==> src/rtl/lcd_pwr_seq.sv <==
// rtl/lcd_pwr_seq.sv - LCD panel power sequencer with frame-synchronous backlight PWM dimming
module lcd_pwr_seq #(
    parameter int T_PWR_CYC  = 1000,
    parameter int FRAMES_ON  = 2,
    parameter int FRAMES_OFF = 2,
    parameter int PWM_BITS   = 8
) (
    input  logic                clk_in,
    input  logic                sys_rst,
    input  logic                pwr_on_req,
    input  logic [PWM_BITS-1:0] brightness,
    input  logic                vsync_in,
    output logic                panel_pwr_en,
    output logic                timing_rst_n,
    output logic                lcd_bl_pwm,
    output logic                ready,
    output logic [2:0]          pwr_state
);

    localparam int TMR_W  = (T_PWR_CYC > 1) ? $clog2(T_PWR_CYC) : 1;
    localparam int FMAX   = (FRAMES_ON > FRAMES_OFF) ? FRAMES_ON : FRAMES_OFF;
    localparam int FCNT_W = $clog2(FMAX + 1);

    localparam logic [TMR_W-1:0]    TMR_LOAD = TMR_W'(T_PWR_CYC - 1);
    localparam logic [FCNT_W-1:0]   F_ON     = FCNT_W'(FRAMES_ON);
    localparam logic [FCNT_W-1:0]   F_OFF    = FCNT_W'(FRAMES_OFF);
    localparam logic [FCNT_W-1:0]   F_MAX    = FCNT_W'(FMAX);
    localparam logic [PWM_BITS-1:0] PWM_TOP  = {{(PWM_BITS-1){1'b1}}, 1'b0};

    typedef enum logic [2:0] {
        S_OFF        = 3'd0,
        S_PANEL_UP   = 3'd1,
        S_SCAN_UP    = 3'd2,
        S_BL_ON      = 3'd3,
        S_SCAN_DOWN  = 3'd4,
        S_PANEL_DOWN = 3'd5
    } state_t;

    state_t              state;
    state_t              state_nxt;
    logic [TMR_W-1:0]    timer;
    logic [FCNT_W-1:0]   frame_cnt;
    logic [FCNT_W-1:0]   frame_cnt_inc;
    logic                vsync_prev;
    logic                vs_rise;
    logic [PWM_BITS-1:0] duty;
    logic [PWM_BITS-1:0] duty_nxt;
    logic [PWM_BITS-1:0] cnt_pwm;
    logic [PWM_BITS-1:0] cnt_pwm_nxt;
    logic                tmr_load;

    always_comb begin
        vs_rise       = vsync_in & ~vsync_prev;
        frame_cnt_inc = (frame_cnt == F_MAX) ? frame_cnt : frame_cnt + 1'b1;
        state_nxt     = state;
        case (state)
            S_OFF:        if (pwr_on_req) state_nxt = S_PANEL_UP;
            S_PANEL_UP: begin
                if (!pwr_on_req)      state_nxt = S_PANEL_DOWN;
                else if (timer == '0) state_nxt = S_SCAN_UP;
            end
            S_SCAN_UP: begin
                if (!pwr_on_req)                          state_nxt = S_SCAN_DOWN;
                else if (vs_rise && frame_cnt_inc >= F_ON) state_nxt = S_BL_ON;
            end
            S_BL_ON:      if (!pwr_on_req) state_nxt = S_SCAN_DOWN;
            // Down sequence ignores pwr_on_req until it reaches OFF
            S_SCAN_DOWN:  if (vs_rise && frame_cnt_inc >= F_OFF) state_nxt = S_PANEL_DOWN;
            S_PANEL_DOWN: if (timer == '0) state_nxt = S_OFF;
            default:      state_nxt = S_OFF;
        endcase

        duty_nxt = duty;
        if ((state == S_SCAN_UP && state_nxt == S_BL_ON) || (state == S_BL_ON && vs_rise))
            duty_nxt = brightness;

        cnt_pwm_nxt = (cnt_pwm >= PWM_TOP) ? '0 : cnt_pwm + 1'b1;

        tmr_load = (state == S_OFF        && state_nxt == S_PANEL_UP)   ||
                   (state == S_PANEL_UP   && state_nxt == S_PANEL_DOWN) ||
                   (state == S_SCAN_DOWN  && state_nxt == S_PANEL_DOWN);
    end

    // Outputs are registered from the next state so they change on the same edge as the state
    always_ff @(posedge clk_in or posedge sys_rst) begin
        if (sys_rst) begin
            state        <= S_OFF;
            timer        <= '0;
            frame_cnt    <= '0;
            vsync_prev   <= 1'b1;
            duty         <= '0;
            cnt_pwm      <= '0;
            panel_pwr_en <= 1'b0;
            timing_rst_n <= 1'b0;
            lcd_bl_pwm   <= 1'b0;
            ready        <= 1'b0;
            pwr_state    <= 3'd0;
        end else begin
            state   <= state_nxt;
            duty    <= duty_nxt;
            cnt_pwm <= cnt_pwm_nxt;

            if (tmr_load)
                timer <= TMR_LOAD;
            else if ((state == S_PANEL_UP || state == S_PANEL_DOWN) && timer != '0)
                timer <= timer - 1'b1;

            if (state != state_nxt)
                frame_cnt <= '0;
            else if (vs_rise && (state == S_SCAN_UP || state == S_SCAN_DOWN))
                frame_cnt <= frame_cnt_inc;

            // Scan held in reset drives vsync high, so the edge detector must not see a rise on release
            vsync_prev <= timing_rst_n ? vsync_in : 1'b1;

            panel_pwr_en <= (state_nxt != S_OFF);
            timing_rst_n <= (state_nxt == S_SCAN_UP) || (state_nxt == S_BL_ON) ||
                            (state_nxt == S_SCAN_DOWN);
            ready        <= (state_nxt == S_BL_ON);
            lcd_bl_pwm   <= (state_nxt == S_BL_ON) && (cnt_pwm_nxt < duty_nxt);
            pwr_state    <= state_nxt;
        end
    end

endmodule

==> config.mk <==
export PLATFORM = sky130hd
export DESIGN_NAME = lcd_pwr_seq
export DESIGN_NICKNAME = d
export VERILOG_FILES = /design/src/rtl/lcd_pwr_seq.sv
export SDC_FILE = /design/constraint.sdc
export NUM_CORES = 1
export LEC_CHECK = 0
export BUFFER_PORTS_ARGS = -buffer_cell sky130_fd_sc_hd__buf_2
export CORE_ASPECT_RATIO = 1.5
export CORE_MARGIN = 10
export CORE_UTILIZATION = 60
export CTS_BUF_LIST = sky130_fd_sc_hd__clkbuf_2 sky130_fd_sc_hd__clkbuf_4 sky130_fd_sc_hd__clkbuf_8
export CTS_CLUSTER_DIAMETER = 80
export DETAILED_ROUTE_END_ITERATION = 8
export PLACE_DENSITY = 0.81
export SLEW_MARGIN = 0
export SYNTH_ARGS = -nofsm -noshare
export SYNTH_HDL_FRONTEND = slang
export SYNTH_SLANG_ARGS = --single-unit
==> constraint.sdc <==
create_clock -name clk_in -period 3.5 [get_ports clk_in]
set_clock_uncertainty 0.15 [all_clocks]
set_input_delay 0.7 -clock clk_in [delete_from_list [all_inputs] [get_ports clk_in]]
set_output_delay 0.7 -clock clk_in [all_outputs]
set_load 0.1 [all_outputs]
==> impl_table.tex <==
\begin{tabular}{lr}
\hline
Metric & Value \\
\hline
\multicolumn{2}{l}{\textbf{Global routing}} \\
\quad Vias in the first global route & 1524 \\
\quad Total track usage & 14.4\% \\
\quad Global-route wire length before repair & 6940 microns \\
\quad Antenna violations before repair & 0 \\
\quad Maximum number of pins on one net before global-route repair & 37 \\
\quad Remaining global-route overflow & 0 \\
\multicolumn{2}{l}{\textbf{Clock tree}} \\
\quad Worst-skew pair later-pin latency & 0.29 ns \\
\quad Post-CTS Setup Repair Bufs & 0 \\
\quad Number of instances resized during post-cts repair & 0 \\
\quad Clock tree from TritonCTS & built \\
\quad Hold buffers post-CTS & 0 \\
\quad Clk pin slew, worst setup/hold paths & 0.07 ns \\
\quad Buffer cell driving the clock tree root & sky130\_fd\_sc\_hd\_\_clkbuf\_8 \\
\quad Maximum clock path buffer count & 2 \\
\quad CTS sink count & 36 \\
\quad TritonCTS buffer count & 5 \\
\quad H-tree lvl count & 2 \\
\multicolumn{2}{l}{\textbf{Die}} \\
\quad Die extent in x & 67.0 microns \\
\quad DIE AREA & 6060 sq um \\
\quad Die height & 90.5 microns \\
\quad Initial cell density of the core & 62.9\% \\
\quad Ports & 19 \\
\quad Cell Rows & 25 \\
\quad Area inside the core boundary & 3160 sq um \\
\multicolumn{2}{l}{\textbf{Pwr}} \\
\quad Pwr Density & 532 nW/um\^{}2 \\
\quad Clock share of power & 30.8\% \\
\quad Internal power & 796 uW \\
\quad Total power of the final layout & 1.17 mW \\
\quad Max IR drop VDD & 0.000451 V \\
\quad Fraction of power spent switching nets & 32.2\% \\
\quad Combinational share of power & 21.9\% \\
\quad Leakage component of the power & 1.01 nW \\
\quad Switching power total & 378 uW \\
\quad Power share of the sequential group & 47.3\% \\
\multicolumn{2}{l}{\textbf{Worst setup path}} \\
\quad Critical path endpoint category & flip-flop \\
\quad FF-to-FF setup slack & 0.68 ns \\
\quad Startpoint Class & flip-flop \\
\quad Required time at the worst-slack endpoint & 3.53 ns \\
\quad Number of cells traversed by the worst register-to-register path & 7 \\
\quad Critical Path Slowest Stage Cell & sky130\_fd\_sc\_hd\_\_nor3\_2 \\
\quad Crit path cell chain & nand2b\_1 > nor3\_2 > mux2i\_1 > ha\_1 > and4\_1 > o2111ai\_1 > o2111a\_1 \\
\quad Reg-to-reg critical path endpoint & lcd\_bl\_pwm \\
\quad Worst flop-to-flop path startpoint & state[2] \\
\quad Critical Path Fanout Max & 14 \\
\quad Crit path arrival time & 2.85 ns \\
\quad Startpoint-to-endpoint class of the critical path & flip-flop to flip-flop \\
\quad Launch point of the critical path & state[2] \\
\quad Maximum single-stage delay on the critical path & 0.60 ns \\
\multicolumn{2}{l}{\textbf{Synthesis}} \\
\quad Most frequently used flop master after synthesis & sky130\_fd\_sc\_hd\_\_dfrtp\_1 \\
\quad Yosys warns & 0 \\
\quad Number of flops mapped to enable cells by yosys & 0 \\
\quad Avg Synthesized Cell Area & 10.0 sq um \\
\quad Biggest area contributors in the synthesized netlist & sky130\_fd\_sc\_hd\_\_dfrtp\_1, sky130\_fd\_sc\_hd\_\_ha\_1, sky130\_fd\_sc\_hd\_\_mux2i\_1 \\
\quad Mapped cell area & 1990 sq um \\
\quad Post-Syn Nets & 221 \\
\quad Distinct cells, synth & 49 \\
\quad Area share of the leading cell type in the synthesized netlist & 44.1\% \\
\quad Post-synthesis sequential element count & 36 \\
\quad Largest area contributor in the netlist & sky130\_fd\_sc\_hd\_\_dfrtp\_1 \\
\quad Synthesized instance count & 198 \\
\quad Async set or reset register ratio after synthesis & 100\% \\
\quad Post-synthesis sequential area ratio & 45.4\% \\
\multicolumn{2}{l}{\textbf{Route}} \\
\quad Detailed-route DRC error count & 0 \\
\quad Total number of vias & 1498 \\
\quad Antenna-violating nets left & 0 \\
\quad Number of iterations in the first detailed-routing pass & 4 \\
\quad WL final & 3940 microns \\
\quad Via-per-instance ratio & 5.83 \\
\quad Number of DRC markers after the initial detailed-route iteration & 75 \\
\quad Mean routed wirelength per cell & 15.3 microns \\
\multicolumn{2}{l}{\textbf{Placed design}} \\
\quad Count of buffers inserted at the top-level ports & 18 \\
\quad Final weighted congestion in routability-driven placement & 0.854 \\
\quad Detailed placer's ending HPWL & 3020 microns \\
\multicolumn{2}{l}{\textbf{Min path}} \\
\quad Depth of the worst hold-timing path & 1 \\
\quad Hold endpoint & vsync\_prev \\
\quad Startpoint of the most critical hold path & timing\_rst\_n \\
\quad Worst min-delay path category & flip-flop to flip-flop \\
\multicolumn{2}{l}{\textbf{Layout}} \\
\quad Most common cell after layout, fill and taps aside & sky130\_fd\_sc\_hd\_\_dfrtp\_1 \\
\quad Post-layout nets & 239 \\
\quad Synth-to-layout area growth & 11.0\% \\
\quad Ratio of cells with drive above 1 in the final layout & 15.7\% \\
\quad Number of diodes & 0 \\
\quad Fillers & 251 \\
\quad Commonest cells after routing, fill and taps aside & sky130\_fd\_sc\_hd\_\_dfrtp\_1, sky130\_fd\_sc\_hd\_\_buf\_2, sky130\_fd\_sc\_hd\_\_nor2\_1 \\
\multicolumn{2}{l}{\textbf{Timing}} \\
\quad Slew Limit Fails & 0 \\
\quad RSZ-0062 raised after global routing & false \\
\quad Share of the clock period used by the worst path after layout & 80.7\% \\
\quad Max-slew headroom at the worst pin & 54.7\% \\
\quad Final count of hold timing violations & 0 \\
\quad Tightest Pin Transition & 0.676 ns \\
\quad Maximum clock rate & 354 MHz \\
\quad Post-layout min period & 2.82 ns \\
\quad Count of endpoints failing setup in the final report & 0 \\
\quad Total Negative Setup Slacks & 0 ns \\
\multicolumn{2}{l}{\textbf{Flow run}} \\
\quad Count of max-cap constraint violations & 0 \\
\multicolumn{2}{l}{\textbf{Run status}} \\
\quad Status & finished, final reports clean \\
\hline
\end{tabular}
## critical path: cells and delay by family, from the launching register on
family                   cells  cell delay, ns
adder cells (fa/ha/maj)      1            0.34
flip-flops                   1            0.52
AND/OR/NAND/NOR              3            1.08
multiplexers                 1            0.21
AO/OA/AOI/OAI                2            0.40
## routing by layer
metal	vias up	GRT usage (%)	wire [microns]	share of wire (%)
met1	734	15.8	1630	41
met3	8	4.47	131	3.3
met2	19	24.4	2110	53
li1	737	-	-	-
met4	0	6.01	74	1.9
met5	-	0	0	0
## state kept, by name, indices dropped and copies added (netlist names)
name / count
duty: 8
timing_rst_n: 1
panel_pwr_en: 1
lcd_bl_pwm: 1
cnt_pwm: 8
timer: 10
ready: 1
vsync_prev: 1
state: 3
frame_cnt: 2
## through the flow
step | instances | utilization [%] | setup slack, ns | area, sq um | hold WS (ns)
6_report | 257 | 69.8 | 0.676 | 2210 | 0.257
5_1_grt | 257 | 69.8 | 0.451 | 2210 | 0.269
4_1_cts | 257 | 69.8 | 0.675 | 2210 | 0.262
3_5_place_dp | 249 | 66.3 | 0.518 | 2090 | 0.249
3_3_place_gp | 249 | 66.3 | 0.653 | 2090 | 0.233
2_1_floorplan | 198 | - | 0.524 | 1990 | 0.303
## worst max path at each step
stage          slack [ns]  cells past startpoint         end
2_1_floorplan        0.52                      7  lcd_bl_pwm
3_3_place_gp         0.65                      8  lcd_bl_pwm
6_report             0.68                      7  lcd_bl_pwm
3_5_place_dp         0.52                      8  lcd_bl_pwm
5_1_grt              0.45                      8  lcd_bl_pwm
4_1_cts              0.68                      7  lcd_bl_pwm
## cell usage after synthesis, drive strengths merged (3+ instances only)
library cell  number
a211oi             3
a21oi             10
and2               3
and4               3
buf                3
clkbuf             5
dfrtp             35
ha                11
inv               15
mux2i              8
nand2              8
nand2b             5
nand3              9
nor2              16
nor2b              3
nor3               5
o211ai             3
o21a               3
o21ai              5
o31ai              3
or3                7
or4b               3
xnor2              4
xor2               6
## kinds of logic (layout without fill, tap and decap cells)
kind of cell,count (synthesis),in the layout,share of synthesized area (%)
xor gates and xnor gates,10,10,4.41
adders and majority gates,11,11,6.93
and+or+nand+nor,72,72,20.6
buffers and inverters,23,42,4.85
DFF,36,36,45.4
AOI/OAI and AO/OA,37,37,13.2
muxes,9,9,4.60
## power by group through the flow
| stage | Sequential (mW) | Combinational, mW | Clock (mW) |
|---|---|---|---|
| after global placement | 0.556 | 0.248 | 0 |
| after global routing | 0.566 | 0.293 | 0.393 |
| after floorplan | 0.558 | 0.212 | 0 |
| after CTS | 0.552 | 0.260 | 0.370 |
| final | 0.555 | 0.257 | 0.362 |
| after detailed placement | 0.559 | 0.258 | 0 |
## area by class of cell
| cell class | instances | area, sq um | area share (%) |
|---|---|---|---|
| clock buffer | 5 | 68.8 | 3.12 |
| clock inverter | 3 | 42.5 | 1.93 |
| inverter | 15 | 56.3 | 2.55 |
| multi-input combinational | 139 | 988 | 44.8 |
| sequential | 36 | 902 | 40.9 |
| tap | 40 | 50.0 | 2.27 |
| timing repair buffer | 19 | 97.6 | 4.42 |
Note: power is estimated with default switching activity, not from simulation.
